$ cat config.mk
export PLATFORM = sky130hd
export DESIGN_NAME = mux_rr_arbiter_flat
export DESIGN_NICKNAME = d
export VERILOG_FILES = /design/src/rtl/mux_rr_arbiter_if.sv /design/src/rtl/mux_rr_arbiter.sv /design/src/flat_wrapper.sv
export SDC_FILE = /design/constraint.sdc
export NUM_CORES = 1
export LEC_CHECK = 0
export CAP_MARGIN = 20
export CELL_PAD_IN_SITES_DETAIL_PLACEMENT = 0
export CELL_PAD_IN_SITES_GLOBAL_PLACEMENT = 1
export CORE_AREA = 2 2 51 53
export CTS_CLUSTER_DIAMETER = 120
export CTS_CLUSTER_SIZE = 14
export DETAILED_ROUTE_END_ITERATION = 8
export DIE_AREA = 0 0 53 55
export GPL_ROUTABILITY_DRIVEN = 0
export PLACE_DENSITY = 0.85
export RECOVER_POWER = 25
export SYNTH_ARGS = -nofsm -noshare
export SYNTH_HDL_FRONTEND = slang
export SYNTH_SLANG_ARGS = --single-unit
$ cat constraint.sdc
create_clock -name clk -period 4.7 [get_ports clk]
set_input_delay 0.94 -clock clk [delete_from_list [all_inputs] [get_ports clk]]
set_output_delay 0.94 -clock clk [all_outputs]
set_load 0.01 [all_outputs]
$ cat src/rtl/mux_rr_arbiter_if.sv
// Shared-bus arbitration interface: request vector from the requesters,
// one-hot grant back, plus the select/enable pair that steers the bus mux.
interface mux_rr_arbiter_if;
    logic [3:0] req;
    logic [3:0] grant;
    logic [1:0] sel;
    logic       en;

    // Requester side: drives requests, observes grant and mux controls.
    modport master (
        output req,
        input  grant,
        input  sel,
        input  en
    );

    // Arbiter side: observes requests, drives grant and mux controls.
    modport slave (
        input  req,
        output grant,
        output sel,
        output en
    );
endinterface

$ cat src/rtl/mux_rr_arbiter.sv
// Round-robin arbiter for a 32-bit 4:1 muxed bus. A grant lasts while the owner
// keeps requesting, up to MAX_BURST consecutive cycles. On release the next
// requester is handed the bus on the same edge, so there is no idle bubble.
// All outputs come straight from flops; req never reaches them combinationally.
module mux_rr_arbiter #(
    parameter int unsigned MAX_BURST = 4
) (
    input  logic               clk,
    input  logic               rst,
    mux_rr_arbiter_if.slave    bus
);

    localparam logic [7:0] MAX_CNT = 8'(MAX_BURST);

    typedef enum logic [0:0] {
        IDLE  = 1'b0,
        GRANT = 1'b1
    } state_t;

    state_t     state_r;
    logic [3:0] grant_r;
    logic [1:0] sel_r;
    logic       en_r;
    logic [1:0] ptr_r;
    logic [7:0] cnt_r;

    logic [1:0] idle_pick_s;
    logic [1:0] hand_pick_s;
    logic       hold_s;

    // First set bit of v, scanning p, p+1, p+2, p+3 (mod 4).
    function automatic logic [1:0] pick(input logic [3:0] v, input logic [1:0] p);
        logic [1:0] idx;
        pick = p;
        for (int i = 3; i >= 0; i--) begin
            idx = p + 2'(i);
            if (v[idx]) begin
                pick = idx;
            end else begin
                pick = pick;
            end
        end
    endfunction

    function automatic logic [3:0] one_hot(input logic [1:0] k);
        one_hot = 4'b0001 << k;
    endfunction

    // Arbitration decisions. In GRANT, sel_r is the owner index. The handoff
    // candidate set is simply req: if the owner dropped its request, its bit
    // is already clear; on burst expiry it stays eligible and is re-granted
    // when it is the only requester.
    always_comb begin
        idle_pick_s = pick(bus.req, ptr_r);
        hand_pick_s = pick(bus.req, sel_r + 2'd1);
        hold_s      = bus.req[sel_r] && (cnt_r < MAX_CNT);
    end

    // Arbiter state machine with registered grant/sel/en.
    always_ff @(posedge clk or posedge rst) begin
        if (rst) begin
            state_r <= IDLE;
            grant_r <= 4'b0000;
            sel_r   <= 2'd0;
            en_r    <= 1'b0;
            ptr_r   <= 2'd0;
            cnt_r   <= 8'd0;
        end else begin
            case (state_r)
                IDLE: begin
                    if (bus.req != 4'b0000) begin
                        state_r <= GRANT;
                        grant_r <= one_hot(idle_pick_s);
                        sel_r   <= idle_pick_s;
                        en_r    <= 1'b1;
                        cnt_r   <= 8'd1;
                    end else begin
                        state_r <= IDLE;
                    end
                end
                GRANT: begin
                    if (hold_s) begin
                        cnt_r <= cnt_r + 8'd1;
                    end else begin
                        ptr_r <= sel_r + 2'd1;
                        if (bus.req != 4'b0000) begin
                            grant_r <= one_hot(hand_pick_s);
                            sel_r   <= hand_pick_s;
                            en_r    <= 1'b1;
                            cnt_r   <= 8'd1;
                        end else begin
                            state_r <= IDLE;
                            grant_r <= 4'b0000;
                            en_r    <= 1'b0;
                            cnt_r   <= 8'd0;
                        end
                    end
                end
                default: begin
                    state_r <= IDLE;
                    grant_r <= 4'b0000;
                    en_r    <= 1'b0;
                    cnt_r   <= 8'd0;
                end
            endcase
        end
    end

    assign bus.grant = grant_r;
    assign bus.sel   = sel_r;
    assign bus.en    = en_r;

endmodule
$ cat src/flat_wrapper.sv
// flat-port wrapper written by rule: the top's interface ports become plain ports
module mux_rr_arbiter_flat 
#(
    parameter int unsigned MAX_BURST = 4
)
  (clk, rst, bus_req, bus_grant, bus_sel, bus_en);
  mux_rr_arbiter_if bus_i ();
  input  logic clk;
  input  logic rst;
  input wire logic [$bits(bus_i.req)-1:0] bus_req;
  output wire logic [$bits(bus_i.grant)-1:0] bus_grant;
  output wire logic [$bits(bus_i.sel)-1:0] bus_sel;
  output wire logic [$bits(bus_i.en)-1:0] bus_en;
  assign bus_i.req = bus_req;
  assign bus_grant = bus_i.grant;
  assign bus_sel = bus_i.sel;
  assign bus_en = bus_i.en;
  mux_rr_arbiter #(.MAX_BURST(MAX_BURST)) u_core (.clk(clk), .rst(rst), .bus(bus_i));
endmodule
# After elaboration in Yosys (flattened, before gate mapping)
# Index checks and enable logic that the tools add are counted.
[classes]
n_addsub = 8
order_cmp = 10
n_eq_ne = 3
n_shift = 2
n_mux = 44
bitwise = 2
n_reduce_logical = 5
[op_table]
columns = ["cell", "n"]
rows = [
  ["$lt 2x3->1 const B", 9],
  ["$mux 2", 11],
  ["$bmux 1 s2", 9],
  ["$mux 8", 2],
  ["$pmux 8 s2", 1],
  ["$mux 1", 14],
  ["$mux 4", 3],
  ["$add 2x2->2 const B", 4],
  ["$add 8x1->8 const B", 1],
  ["$lt 8x3->1 const B", 1],
  ["$pmux 4 s2", 1],
  ["$shl 1x2->4 const A", 2],
  ["$add 2x1->2 const B", 3],
  ["$ne 2x2->1 const B", 2],
  ["$pmux 1 s2", 2],
  ["$pmux 2 s2", 1],
  ["$reduce_and 2->1", 2],
  ["$reduce_bool 4->1", 1],
  ["$reduce_and 3->1", 1],
  ["$ne 2x1->1 const B", 1],
  ["$not 1->1", 2],
  ["$logic_and 1x1->1", 1],
]
[totals]
regBits = 18
out_inout_bits = 7
wordCells = 80

# Longest topological paths before layout
# Gate-level depths: netlist of run 1.
[depth]
ltp_word = 12
depth_mapped = 6

# Worst setup path before layout of run 1
# No wires, ideal clock.
[synth_timing]
path_kind = "in2reg"
from = "input bus_req[2]"
to = "register u_core.ptr_r[1]"
setup_ps = 128
arrival_ps = 2114
required_time_ps = 4572
path_slack_ps = 2458
cell_stages = 4
path_buffers = 1
path_cell_list = "buf_2 mux4_2 a31oi_1 mux2_1"
[synth_via]
elab_chain_cells = 5
[synth_rtl]
columns = ["element", "line", "rtl"]
rows = [
  ["start, declared", "flat_wrapper.sv:10", "input wire logic [$bits(bus_i.req)-1:0] bus_req;"],
  ["$bmux 1 s2", "mux_rr_arbiter.sv:56", "hold_s = bus.req[sel_r] && (cnt_r < MAX_CNT);"],
  ["$mux 1 (not written as such)", "mux_rr_arbiter.sv:56", ""],
  ["$logic_and 1x1->1", "mux_rr_arbiter.sv:56", ""],
  ["$not 1->1 (no source line)", "-", ""],
  ["$reduce_and 2->1 (no source line)", "-", ""],
  ["end signal, assigned", "mux_rr_arbiter.sv:85", "ptr_r <= sel_r + 2'd1;"],
  ["end, declared", "mux_rr_arbiter.sv:24", "logic [1:0] ptr_r;"],
]
# No other way between the ends. The select of a mux whose other input is x is not followed.
# A chain may end at the register's enable or synchronous reset.

# Worst setup path in the final report of run 1
[layout_timing]
from = "input bus_req[3]"
to = "register u_core.ptr_r[1]"
# Same word-level chain as after synthesis.

==> reports/results.tsv, run 1 <==
metric	value	unit
wire_per_inst	13.26	um
ys_warn_count	0	
synth-simple-area-share	24.61	%
ys_async_sr_fraction	100.0	%
grt_overflow	0	
dr_total_vias	810	
synth_xor_area_share	0.8485	%
ctsLongestPathBuffers	2	
p_leak	0.0005080	uW
synthAdderAreaFrac	1.212	%
first_pass_iters	4	
cts_tree	yes	
end_kind	register	
drv_cap	0	
irDropWorstVdd	271.2	uV
post-place-ws	1.843	ns
grt_max_degree	19	
drive_gt1_share	10.43	%
min-delay-path-class	register to register	
run_status	complete, no violations	
insertion_delay	0.29	ns
critPathKind	input pin to register	
cts-buffers-inserted	3	
die_h	55	um
hold_buffers	0	
cts_resized	0	
ys_types	41	
grt_pass1_vias	749	
worstMarginPinSlew	0.6635	ns
combPwrFrac	50.0	%
syn_inst	103	
powerDensity	588.2	nW/um2
antenna_found_initial	0	
rrSetupSlack	2.88	ns
grt_setup_unrepaired	false	
drtIter0Drc	12	
syn_area	1032	um2
track_usage	15.23	%
cts_setup_buffers	0	
cts.sink_count	18	
cp-start-kind	input pin	
power.share.clock	13.1	%
grt_pass1_wl	3249	um
synth_top_family_by_area	simple AND/OR/NAND/NOR gates	
max_freq	389.9	MHz
synthMuxAreaShare	5.333	%
cp_max_fo	11	
die_width	53	um
swShare	38.24	%
tns	0	ns
setup_viol	0	
start_util	43.65	%
io_buffers	12	
cts_root_buf	clkbuf_4	
cts_max_level	1	
p_sw	269.9	uW
clk_pin_slew	0.09	ns
required	4.88	ns
seq_area_frac_synth	43.64	%
min_period_over_period	54.57	%
finalHoldViolations	0	
area_growth	16.24	%
maxSlewHeadroom	55.72	%
synth_area_leaders	dfrtp_1 (44%), nand2b_1 (3.6%), and2_1 (3.0%)	
nets	123	
synth.most_common_cell	dfrtp_1	
route.detailed.drc	0	
synth_seq_cells	18	
wirelength	1922	um
maxSlewViolCount	0	
synth_top_area_share	43.64	%
synth_compound_area_share	20.00	%
synth_nets	110	
dieArea	2915	um2
rows	18	
core	2365	um2
skew	0.0007602	ns
synth_edf_count	0	
yosysTopAreaCell	dfrtp_1	
boundaryPins	13	
power.internal	435.9	uW
hpwl	1465	um
synth_ff_type	dfrtp_1	
p_seq_share	36.9	%
synth_commonest_cells	dfrtp_1 (18), nor2_1 (7), a21oi_1 (6), nand2b_1 (6)	
setup_slack	2.135	ns
period_needed	2.565	ns
viasPerCell	5.586	
crit_arrival	2.75	ns
antenna_left	0	
num_antenna_cells	0	
avgSynthCellArea	10.02	um2
==> cell usage in the layout, fill, tap and decap left out, drive strengths merged, types with 2 or more instances in the layout <==
cell and instances:
nand3b 2, nand2b 6, a31oi 4, a21oi 6, nor3b 2, o21ai 7
clkbuf 4, nor2 9, nand2 5, inv 5, nor4 2, o21a 2
nor2b 3, clkdlybuf4s50 11, o211ai 2, mux2 2, and2 6, dfrtp 18
==> critical path: stages <==
cell and delay, ns:
clkdlybuf4s50_1 0.58, mux4_2 0.58, a31oi_1 0.29, mux2_1 0.35
==> cell type report <==
type                            instances  area (um2)
Tap cell                               30       37.54
Inverter                                5       18.77
Timing Repair Buffer                   12       120.1
Fill cell                             213        1165
Sequential cell                        18       450.4
Multi-Input combinational cell         76       536.8
Clock buffer                            4       36.28
==> cell families after synthesis <==
family / after synthesis
adder cells (fa/ha/maj): 1
AO/OA/AOI/OAI: 30
multiplexers: 4
flip-flops: 18
XOR/XNOR: 1
buffers and inverters: 9
AND/OR/NAND/NOR: 40
==> per-layer routing <==
layer / GRT usage, % / part of all wire [%] / routed length [um]
met1: 18.94 / 47 / 899
met2: 26.88 / 48 / 926
met4: 6.410 / 1.8 / 35
met3: 1.882 / 3.1 / 60
met5: 0 / 0 / 0
==> power groups by stage <==
stage               clock, uW  sequential (uW)  combinational, uW
floorplan                   0              259                245
global placement            0              262                351
detailed placement          0              262                356
CTS                      96.1              259                358
global route              103              268                396
finish                   92.8              260                353
==> worst paths after layout <==
kind	cells after the start	start	endpoint
worst max-delay path	4	bus_req[3]	u_core.ptr_r[1]
worst min-delay path	1	u_core.cnt_r[4]	u_core.cnt_r[4]
worst max register to register	3	u_core.bus.sel[1]	u_core.ptr_r[1]
worst min register to register	1	u_core.cnt_r[4]	u_core.cnt_r[4]
max in group asynchronous	2	rst	u_core.state_r
min in group asynchronous	2	rst	u_core.cnt_r[2]
==> metrics by stage <==
stage	cell area, um2	utilization (%)	cells	hold WS (ns)	total power, uW
after floorplan	1032	-	103	0.4543	503.9
after global placement	1164	49.21	141	0.4718	613.0
after detailed placement	1164	49.21	141	0.4727	617.6
after CTS	1200	50.74	145	0.4982	713.3
after global routing	1200	50.74	145	0.5182	766.9
final	1200	50.74	145	0.4905	705.8
==> sequential cells by signal, summed over array words and instances, names as in the netlist <==
signal            cells
u_core.bus.sel        2
u_core.bus.grant      4
u_core.cnt_r          8
u_core.state_r        1
u_core.bus.en         1
u_core.ptr_r          2
No activity file was read; power rests on OpenSTA's default activity.
==> inputs of run 2 (changes only) <==
Settings changed: CORE_AREA 2 2 51 53 to 2 2 56 58, DIE_AREA 0 0 53 55 to 0 0 58 60, PLACE_DENSITY 0.85 to 0.75.
Clock period 4.7 ns to 2.1 ns, I/O delays scaled along.
==> run 2 against run 1 <==
Compared with the run above: final cell count grew 9.7%; power grew 130%; critical endpoint is now u_core.bus.grant[1]; combinational power increased by 140%; die area is 19% higher; largest power group unchanged.
==> reports/results.tsv, run 2 (synthesis results as in run 1) <==
metric	value	unit	change
skew	0.01439	ns	+0.01363 ns
slowest_stage	clkdlybuf4s50_1		
crit_arrival	2.17	ns	-0.58 ns
dr_total_vias	839		+3.6%
worstMarginPinSlew	0.6765	ns	+0.01303 ns
fillers	281		+32%
viasPerCell	5.277		-5.5%
irDropWorstVdd	696.6	uV	+160%
required	2.35	ns	-2.53 ns
final_common_cell	dfrtp_1		
route.detailed.drc	0		unchanged
die_width	58	um	+9.4%
rows	20		+2
largest_reg_flops	8		unchanged
run_status	complete, no violations		
dieArea	3480	um2	+19%
slowest_delay	0.52	ns	-0.06 ns
core	2903	um2	+23%
antenna_found_initial	0		unchanged
reg2reg_from	u_core.bus.sel[1]		
drive_gt1_share	18.25	%	+7.8 points
max_freq	519.9	MHz	
critPathKind	input pin to register		
cts_max_level	1		unchanged
maxSlewViolCount	0		unchanged
cts.sink_count	18		unchanged
nets	134		+8.9%
tns	0	ns	unchanged
cp_max_fo	6		-5
rr_worst_depth	5		+2
area_growth	24.61	%	
layout_common_cells	dfrtp_1 (18), clkdlybuf4s50_1 (11), buf_4 (11), nor2_1 (7)		
num_antenna_cells	0		unchanged
whs	0.4906	ns	+0.00009100 ns
path_cells	clkdlybuf4s50_1 > buf_4 > nor2_1 > a21oi_1 > o211ai_1 > a32oi_1 > a21oi_1		
clk_pin_slew	0.11	ns	+0.02 ns
min_period_over_period	91.60	%	
rrSetupSlack	0.34	ns	-2.54 ns
powerDensity	1269	nW/um2	+120%
drv_cap	0		unchanged
finalHoldViolations	0		unchanged
grt_max_degree	19		unchanged
grt_pass1_wl	3615	um	+11%
largest_register	u_core.cnt_r		
cts_setup_buffers	0		unchanged
grt_pass1_vias	796		+6.3%
cp_num_buf_inv	2		+1
path_depth	7		+3
p_leak	0.0005623	uW	+11%
crit_start	bus_req[0]		
r2r_end	u_core.bus.grant[2]		
min-delay-path-class	register to register		
track_usage	13.99	%	-1.2 points
ctsLongestPathBuffers	2		unchanged
hold_buffers	0		unchanged
boundaryPins	13		unchanged
hpwl	1634	um	+12%
wirelength	2148	um	+12%
period_needed	1.924	ns	
critical_path.most_common_cell	a21oi_1		
insertion_delay	0.31	ns	+0.02 ns
die_h	60	um	+9.1%
first_pass_iters	4		unchanged
cp-endpoint	u_core.bus.grant[1]		
setup_viol	0		unchanged
cp-start-kind	input pin		
start_util	35.56	%	-8.1 points
grt_setup_unrepaired	false		
antenna_left	0		unchanged
min_path_cells	1		unchanged
end_kind	register		
grt_overflow	0		unchanged
wire_per_inst	13.51	um	+1.9%
cts_root_buf	clkbuf_4		
critPathTopFamily	compound AO/OA/AOI/OAI gates		
cts-buffers-inserted	3		unchanged
drtIter0Drc	15		+3
maxSlewHeadroom	54.85	%	-0.87 points
cts_tree	yes		
io_buffers	12		unchanged
cts_resized	0		unchanged
## run 2: cell types whose count changed in the layout (fill, tap and decap cells not counted), sizes merged
| cell | previous run | this run |
|---|---|---|
| buf | 0 | 11 |
## run 2: layer usage
layer	global-route usage, %	vias up	wire length [um]
met4	7.973	0	61
met1	18.56	401	1039
li1	-	417	-
met2	22.40	16	993
met5	0	-	0
met3	1.299	5	54
## run 2: stage by stage
stage                     setup slack (ns)  cells  util (%)  area, um2  total power [uW]
after floorplan                     0.3781    103         -       1032              1128
after global placement             -0.1096    155     43.06       1250              1408
after detailed placement           -0.1451    155     43.06       1250              1426
after CTS                           0.1681    159     44.31       1286              1651
after global routing               0.04982    159     44.31       1286              1758
final                               0.1765    159     44.31       1286              1632
## run 2: how the worst min path moves through the flow
stage	start	end	slack (ns)
global route	u_core.cnt_r[7]	u_core.cnt_r[7]	0.51
detailed placement	u_core.cnt_r[5]	u_core.cnt_r[5]	0.47
global placement	u_core.cnt_r[5]	u_core.cnt_r[5]	0.47
finish	u_core.cnt_r[6]	u_core.cnt_r[6]	0.49
CTS	u_core.cnt_r[5]	u_core.cnt_r[5]	0.50
floorplan	rst	u_core.bus.en	0.36
## run 2: power by group
part / switching, uW / total (uW) / internal, uW / leakage [uW]
Combinational: 388 / 831 / 443 / 0.000319
Sequential: 117 / 581 / 464 / 0.000222
Clock: 113 / 219 / 106 / 0.0000210
Total: 618 / 1630 / 1010 / 0.000562
## run 2: worst reg2reg max path: stages, from the launching register on
cell and delay, ns:
dfrtp_1 0.51, mux4_2 0.57, and4_4 0.23, nor2_8 0.14
o21ai_2 0.07, o22a_1 0.16
## run 2: final cells by class
class / count / area (um2) / area share [%]
Multi-Input combinational cell: 76 / 536.8 / 41.73
Sequential cell: 18 / 450.4 / 35.02
Timing Repair Buffer: 23 / 202.7 / 15.76
Tap cell: 33 / 41.29 / 3.210
Clock buffer: 4 / 36.28 / 2.821
Inverter: 5 / 18.77 / 1.459
